`config.mk`:
```
export PLATFORM = sky130hd
export DESIGN_NAME = ex_operand_stage
export DESIGN_NICKNAME = d
export VERILOG_FILES = /design/src/rtl/ex_pkg.sv /design/src/rtl/ex_operand_stage_fwd_mux.sv /design/src/rtl/ex_operand_stage.sv
export SDC_FILE = /design/constraint.sdc
export NUM_CORES = 1
export LEC_CHECK = 0
export ABC_AREA = 1
export CELL_PAD_IN_SITES_DETAIL_PLACEMENT = 0
export CELL_PAD_IN_SITES_GLOBAL_PLACEMENT = 1
export CORE_ASPECT_RATIO = 0.8
export CORE_UTILIZATION = 31
export CTS_BUF_LIST = sky130_fd_sc_hd__clkbuf_8
export DETAILED_ROUTE_END_ITERATION = 8
export GPL_TIMING_DRIVEN = 0
export PLACE_DENSITY_LB_ADDON = 0.1
export SETUP_SLACK_MARGIN = 0.4
export SYNTH_ARGS = -nofsm -noshare
export SYNTH_HDL_FRONTEND = slang
export SYNTH_SLANG_ARGS = --single-unit
```
`constraint.sdc`:
```
create_clock -name clk -period 2 [get_ports clk]
set_input_delay 0.4 -clock clk [delete_from_list [all_inputs] [get_ports clk]]
set_output_delay 0.4 -clock clk [all_outputs]
set_load 0.05 [all_outputs]
```
`src/rtl/ex_pkg.sv`:
```
// Shared types and constants for the EX operand stage: ALU opcodes,
// the registered payload presented to the ALU, and occupancy states.
package ex_pkg;

  localparam int EX_DATA_W = 32;
  localparam int EX_OP_W   = 4;
  localparam int EX_REG_W  = 5;

  localparam logic [EX_OP_W-1:0] OP_AND = 4'b0000;
  localparam logic [EX_OP_W-1:0] OP_OR  = 4'b0001;
  localparam logic [EX_OP_W-1:0] OP_ADD = 4'b0010;
  localparam logic [EX_OP_W-1:0] OP_SUB = 4'b0011;
  localparam logic [EX_OP_W-1:0] OP_XOR = 4'b0100;
  localparam logic [EX_OP_W-1:0] OP_SLL = 4'b0101;
  localparam logic [EX_OP_W-1:0] OP_SRL = 4'b0110;
  localparam logic [EX_OP_W-1:0] OP_SRA = 4'b0111;
  localparam logic [EX_OP_W-1:0] OP_EQ  = 4'b1000;
  localparam logic [EX_OP_W-1:0] OP_NE  = 4'b1001;
  localparam logic [EX_OP_W-1:0] OP_LT  = 4'b1010;
  localparam logic [EX_OP_W-1:0] OP_GE  = 4'b1011;

  typedef struct packed {
    logic [EX_DATA_W-1:0] SrcA;
    logic [EX_DATA_W-1:0] SrcB;
    logic [EX_DATA_W-1:0] StoreData;
    logic [EX_OP_W-1:0]   Operation;
    logic [EX_REG_W-1:0]  rd;
  } ex_payload_t;

  // EMPTY: nothing held; ONE: output register only; TWO: output + skid.
  typedef enum logic [1:0] {
    ST_EMPTY = 2'd0,
    ST_ONE   = 2'd1,
    ST_TWO   = 2'd2
  } stage_state_t;

endpackage

```
`src/rtl/ex_operand_stage_fwd_mux.sv`:
```
// Resolves one source operand: x0, then EX/MEM bypass (non-load only),
// then MEM/WB bypass, then register-file data.
module fwd_mux #(
  parameter int DATA_WIDTH     = 32,
  parameter int REG_ADDR_WIDTH = 5
) (
  input  logic [REG_ADDR_WIDTH-1:0] idx_i,
  input  logic [DATA_WIDTH-1:0]     rf_data_i,
  input  logic                      exm_regwrite_i,
  input  logic                      exm_memread_i,
  input  logic [REG_ADDR_WIDTH-1:0] exm_rd_i,
  input  logic [DATA_WIDTH-1:0]     exm_result_i,
  input  logic                      wb_regwrite_i,
  input  logic [REG_ADDR_WIDTH-1:0] wb_rd_i,
  input  logic [DATA_WIDTH-1:0]     wb_data_i,
  output logic [DATA_WIDTH-1:0]     value_o
);

  always_comb begin
    value_o = rf_data_i;
    if (idx_i == '0) begin
      value_o = '0;
    end else if (exm_regwrite_i && !exm_memread_i && (exm_rd_i == idx_i)) begin
      value_o = exm_result_i;
    end else if (wb_regwrite_i && (wb_rd_i == idx_i)) begin
      value_o = wb_data_i;
    end
  end

endmodule

```
`src/rtl/ex_operand_stage.sv`:
```
// Operand-resolution pipeline register in front of the ALU, with a
// one-entry skid buffer, load-use stall and flush.
module ex_operand_stage
  import ex_pkg::*;
#(
  parameter int DATA_WIDTH     = EX_DATA_W,
  parameter int OPCODE_LENGTH  = EX_OP_W,
  parameter int REG_ADDR_WIDTH = EX_REG_W
) (
  input  logic                      clk,
  input  logic                      reset,
  input  logic                      flush,
  input  logic                      in_valid,
  output logic                      in_ready,
  input  logic [REG_ADDR_WIDTH-1:0] in_rs1,
  input  logic [REG_ADDR_WIDTH-1:0] in_rs2,
  input  logic [DATA_WIDTH-1:0]     in_rs1_data,
  input  logic [DATA_WIDTH-1:0]     in_rs2_data,
  input  logic [DATA_WIDTH-1:0]     in_imm,
  input  logic                      in_alu_src,
  input  logic [OPCODE_LENGTH-1:0]  in_operation,
  input  logic [REG_ADDR_WIDTH-1:0] in_rd,
  input  logic                      exm_regwrite,
  input  logic                      exm_memread,
  input  logic [REG_ADDR_WIDTH-1:0] exm_rd,
  input  logic [DATA_WIDTH-1:0]     exm_result,
  input  logic                      wb_regwrite,
  input  logic [REG_ADDR_WIDTH-1:0] wb_rd,
  input  logic [DATA_WIDTH-1:0]     wb_data,
  output logic                      out_valid,
  input  logic                      out_ready,
  output logic [DATA_WIDTH-1:0]     SrcA,
  output logic [DATA_WIDTH-1:0]     SrcB,
  output logic [DATA_WIDTH-1:0]     StoreData,
  output logic [OPCODE_LENGTH-1:0]  Operation,
  output logic [REG_ADDR_WIDTH-1:0] out_rd,
  output stage_state_t              dbg_state_o
);

  logic [DATA_WIDTH-1:0] fwd_rs1;
  logic [DATA_WIDTH-1:0] fwd_rs2;
  logic                  hazard;
  logic                  accept;
  logic                  consume;
  ex_payload_t           in_pl;
  ex_payload_t           out_q, out_d;
  ex_payload_t           skid_q, skid_d;
  stage_state_t          state_q, state_d;

  fwd_mux #(.DATA_WIDTH(DATA_WIDTH), .REG_ADDR_WIDTH(REG_ADDR_WIDTH)) u_fwd_rs1 (
    .idx_i(in_rs1), .rf_data_i(in_rs1_data),
    .exm_regwrite_i(exm_regwrite), .exm_memread_i(exm_memread),
    .exm_rd_i(exm_rd), .exm_result_i(exm_result),
    .wb_regwrite_i(wb_regwrite), .wb_rd_i(wb_rd), .wb_data_i(wb_data),
    .value_o(fwd_rs1)
  );

  fwd_mux #(.DATA_WIDTH(DATA_WIDTH), .REG_ADDR_WIDTH(REG_ADDR_WIDTH)) u_fwd_rs2 (
    .idx_i(in_rs2), .rf_data_i(in_rs2_data),
    .exm_regwrite_i(exm_regwrite), .exm_memread_i(exm_memread),
    .exm_rd_i(exm_rd), .exm_result_i(exm_result),
    .wb_regwrite_i(wb_regwrite), .wb_rd_i(wb_rd), .wb_data_i(wb_data),
    .value_o(fwd_rs2)
  );

  // Any rs2 match stalls, whether rs2 feeds SrcB or only StoreData.
  assign hazard = in_valid && exm_memread && exm_regwrite && (exm_rd != '0) &&
                  ((exm_rd == in_rs1) || (exm_rd == in_rs2));

  always_comb begin
    in_pl           = '0;
    in_pl.SrcA      = fwd_rs1;
    in_pl.SrcB      = in_alu_src ? in_imm : fwd_rs2;
    in_pl.StoreData = fwd_rs2;
    in_pl.Operation = in_operation;
    in_pl.rd        = in_rd;
  end

  // Handshake: a transfer happens on a rising edge where valid && ready.
  // in_ready depends only on registered occupancy, hazard and reset, never on out_ready.
  assign in_ready  = (state_q != ST_TWO) && !hazard && !reset;
  assign out_valid = (state_q != ST_EMPTY);
  assign accept    = in_valid && in_ready && !flush;
  assign consume   = out_valid && out_ready;

  always_comb begin
    state_d = state_q;
    out_d   = out_q;
    skid_d  = skid_q;
    if (flush) begin
      state_d = ST_EMPTY;
    end else begin
      case (state_q)
        ST_EMPTY: begin
          if (accept) begin
            state_d = ST_ONE;
            out_d   = in_pl;
          end
        end
        ST_ONE: begin
          case ({accept, consume})
            2'b11: out_d = in_pl;
            2'b01: state_d = ST_EMPTY;
            2'b10: begin
              state_d = ST_TWO;
              skid_d  = in_pl;
            end
            default: ;
          endcase
        end
        ST_TWO: begin
          if (consume) begin
            state_d = ST_ONE;
            out_d   = skid_q;
          end
        end
        default: state_d = ST_EMPTY;
      endcase
    end
  end

  always_ff @(posedge clk) begin
    if (reset) begin
      state_q <= ST_EMPTY;
      out_q   <= '0;
      skid_q  <= '0;
    end else begin
      state_q <= state_d;
      out_q   <= out_d;
      skid_q  <= skid_d;
    end
  end

  assign SrcA        = out_q.SrcA;
  assign SrcB        = out_q.SrcB;
  assign StoreData   = out_q.StoreData;
  assign Operation   = out_q.Operation;
  assign out_rd      = out_q.rd;
  assign dbg_state_o = state_q;

endmodule

```
==> reports/metrics.cfg <==
[worst_setup_path]
cp-end-kind=flop
crit_fanout=5
worstSetupPathType=reg -> reg
arrival_ps=2640
start_kind=flop
worst_ep_required_time_ps=2510

[status]
status=finished with violations
violations=setup timing

[timing]
report.final.slew_viol_count=0
max_slew_margin=0.472
post-route-min-period_ps=2130
tns_ps=-5640
hold_viol=0
fmax_mhz=470
fin_ws_ps=-128
rsz0062_at_grt=yes
fin_crit_sh=1.06
setup_viol=117
skew_ps=36.4
worstMarginPinSlew_ps=793

[flow_run]
cap_violations=0

[floorplan]
die_y_um=180
num_io_pins=307
core_area_mm2=0.0386
initial_core_util=0.317
dieWidth_um=224
fp.dieArea_mm2=0.0403
rows=64

[place]
gp_congestion=0.892
portBuffers=305
place_ws_ps=-1400
detailed_place_hpwl_um=41400

[power]
powerDensity_mw_per_mm2=585
vdd.ir_drop.worst_v=0.000412
power_mw=11.5
leakage_nw=9.34

[clock_tree]
tritoncts=built
cts_hold_buf=0
htreeDepth=2
cts_made_buffers=40
cts_root_buffer=clkbuf_8
clock_path_buffers=3
clkLatencyLatePin_ps=590
cts.sinks=212
cts.clk_slew.worst_paths_ps=60

[detailed_routing]
via_per_inst=4.91
routed_wl_um=56900
avgRoutedWirePerCell_um=18.8
drc=0
vias=14900
antenna_left=0
drt_iter0_markers=1009
dr.pass1.iters=6

[logic_synthesis]
synth_top_area_share=0.347
yosysTopAreaCell=dfxtp_1
synth.yosys.warnings=0
ys_top_cells_by_count=nand2_1 (620), inv_1 (254), nand3_1 (240)
yosysMostFrequentCell=nand2_1
ys_ff_latch=212
postSynthAreaPerCell_um2=5.91
ys_seq_area_frac=0.347
netlist_instances=2071
synth_edf_count=0
syn-num-nets=2271
syn-cell-area_mm2=0.0122
synth.area.top_cells=dfxtp_1 (35%), nand2_1 (19%), nand3_1 (9.8%)
ys_types=28
async_flop_share=0
synth-main-ff-cell=dfxtp_1

[layout]
fin_util=0.507
layout-drive-gt1-share=0.258
fin_nets=2668
area_growth_pct=59.9
fillers=4052

[hold_path]
hp-class=in -> reg

[grt]
grt.overflow.total=0
track_usage=0.264
grt_pass1_wl_um=81200
grt_antenna_before_repair=8
grt_pass1_vias=13700
grt_max_degree=12

critical path, cell delays in order, from the launching register on:
cell and delay, ps:
dfxtp_4 370, inv_4 60, nor2_4 40, nor2_4 110, nand3_2 110, inv_2 90, ha_4 140, a21oi_4 60
nor3_4 220, nand2_4 140, buf_12 160, clkbuf_16 160, buf_12 140, nand2_1 50, nand2_1 40, a21oi_1 140
sequential cells by signal (all words and copies together) (netlist names):
signal,flops
dbg_state_o,2
skid_q,105
out_rd,5
SrcB,32
Operation,4
SrcA,32
StoreData,32
report_power, final:
part           leakage (nW)  internal, mW  switching [mW]
registers              1.72          4.33          0.0717
clock network         0.458          2.36            2.05
logic                  7.16          1.02            1.63
total                  9.34          7.70            3.75
area by class of cell:
cell class	instances	area, um^2	share of cell area
Inverter	260	1020	0.0521
Buffer	145	1160	0.0594
Antenna cell	8	20.0	0.00102
Clock inverter	22	154	0.00786
Tap cell	528	661	0.0338
Sequential cell	212	4260	0.218
Clock buffer	46	633	0.0324
Multi-Input combinational cell	1454	7890	0.403
Timing Repair Buffer	355	3770	0.193
layer usage:
layer,part of all wire,track usage,up-vias
met2,0.43,0.399,506
met5,0,0,-
met4,0.031,0.0852,0
met3,0.075,0.0588,108
met1,0.46,0.369,6933
li1,-,-,7334
kinds of logic (layout without fill, tap and decap cells):
family,count (synthesis),in the layout,synth area share
xor+xnor,5,5,0.00358
simple gates,1196,1196,0.415
fa+ha+maj,2,2,0.00204
buf+inv,405,828,0.129
flops,212,212,0.347
compound gates,251,251,0.103
other cells,0,8,0
layout by cell type, fill, tap and decap left out, drive strengths merged:
| cell | n |
|---|---|
| or2 | 33 |
| nor2 | 229 |
| ha | 2 |
| inv | 276 |
| clkdlybuf4s15 | 5 |
| nand3 | 240 |
| dlygate4sd2 | 43 |
| xnor2 | 1 |
| buf | 153 |
| o21ai | 107 |
| diode | 8 |
| nand4 | 67 |
| nor3 | 5 |
| a21oi | 142 |
| xor2 | 4 |
| nand2 | 620 |
| nand3b | 2 |
| bufinv | 2 |
| clkinv | 2 |
| clkdlybuf4s50 | 178 |
| a21boi | 1 |
| dlymetal6s2s | 3 |
| dfxtp | 212 |
| clkinvlp | 2 |
| clkbuf | 164 |
| o22ai | 1 |
path summary, 6_finish.rpt:
kind | startpoint | end | slack [ps] | depth (start not counted)
setup / recovery | dbg_state_o[1] | SrcB[25] | -130 | 15
hold / removal | reset | skid_q[72] | 330 | 4
setup reg to reg | dbg_state_o[1] | SrcB[25] | -130 | 15
hold reg to reg | out_rd[4] | out_rd[4] | 460 | 2
per-stage QoR:
stage	cell area [um^2]	hold slack, ps	instances
finish	19600	329	3030
floorplan	12400	455	2071
global placement	16100	453	2904
global route	19600	316	3030
CTS	17900	414	2989
detailed placement	16100	455	2904
what timing repair did:
item	4_1_cts	5_1_grt
pin swaps	35	98
endpoints found under the setup margin	321	321
gates cloned	5	20
resized for setup	362	747
setup buffers	12	13
Note: power is estimated with default switching activity, not from simulation.
==> RTL edit (same flow settings) <==
The package constant `EX_REG_W` goes from 5 to 10.
--- a/src/rtl/ex_pkg.sv
+++ b/src/rtl/ex_pkg.sv
@@ -5,5 +5,5 @@
   localparam int EX_DATA_W = 32;
   localparam int EX_OP_W   = 4;
-  localparam int EX_REG_W  = 5;
+  localparam int EX_REG_W  = 10;
 
   localparam logic [EX_OP_W-1:0] OP_AND = 4'b0000;
Interface: changed (6 resized); port bits go from 307 to 337. No check against the original RTL was run, so the function may have changed too.
==> RTL edit against the original RTL <==
The run still ends with setup timing left. Core utilization fell by 0.91 points. Setup slack got worse by 0.13 ns. Power rose by 3.4%. First-iteration DRC count rose by 3.9%. Synthesized area rose by 12%. Wire length rose by 9.6%. Sequential power rose by 4%. Clock power rose by 6.8%. Final area rose by 10%. Count of clock-buffer cells in the layout rose by 11. Combinational power fell by 4%. Sequential cell count rose by 10. Largest power group is now the clock network.
==> RTL edit: results <==
group,metric,value,unit
finish,n_antenna_cell,2,
global_routing,use_met1,35.8,%
hold_path,hold_path.startpoint,"skid_q[43]$_SDFFE_PP0P_",
finish,regArea,4450,sq um
pwr,pg_seq,4590,uW
clocking,post_cts_buffers,44,
finish,final_nets,3092,
detailed_routing,wl_met2,28600,microns
finish,comb.multi_input.count,1648,
timing,setup_ws,-0.259,ns
timing,max_slew_margin,51.4,%
finish,nNonClkBuffers,572,
pwr,power_frac_seq,38.8,%
yosys,synth_compound_area_share,11.1,%
detailed_routing,drt_iter0_markers,1048,
finish,area_growth,57.6,%
floorplanning,taps,560,
yosys,ys_top_cells_by_count,"nand2_1, inv_1, nor2_1, dfxtp_1, nand3_1",
finish,buf_share,26.4,%
placed_design,place_inst,3296,
yosys,synth.distinct_cells,34,
placed_design,io_buffers,335,
global_routing,grt_pass1_vias,16000,
outcome,violations,"setup timing",
finish,multi_input_area,8390,sq um
pwr,switching_power,3780,uW
finish,final_layout_size_suffix_gt1_share,21.0,%
outcome,status,"complete, but fails checks",
timing,finalSetupViolCount,218,
pwr,leakagePower,0.0111,uW
yosys,syn_area_per_cell,5.70,sq um
setup_path,r2r_end,"skid_q[63]$_SDFFE_PP0P_",
RTL edit: cell types whose count changed after synthesis, moves of 10 or more:
cell,before,now
or2_2,33,1
o21ai_0,85,145
a21oi_1,141,106
dfxtp_1,212,222
nor2_1,227,283
nand4_1,67,41
inv_1,254,373
nand2_1,620,808
buf_6,0,12
nand3_1,240,188
RTL edit: how the worst max path moves through the flow:
stage / from / slack, ns / to / depth (start not counted)
floorplan: in_rs1[6] / -0.19 / SrcB[30]$_SDFFE_PP0P_ / 16
global placement: exm_rd[4] / -1.41 / SrcB[8]$_SDFFE_PP0P_ / 18
detailed placement: exm_rd[4] / -1.43 / skid_q[61]$_SDFFE_PP0P_ / 18
CTS: dbg_state_o[1]$_SDFFE_PP0P_ / -0.14 / SrcA[4]$_SDFFE_PP0P_ / 17
global route: dbg_state_o[1]$_SDFFE_PP0P_ / -0.33 / SrcA[12]$_SDFFE_PP0P_ / 17
finish: dbg_state_o[1]$_SDFFE_PP0P_ / -0.26 / skid_q[63]$_SDFFE_PP0P_ / 16
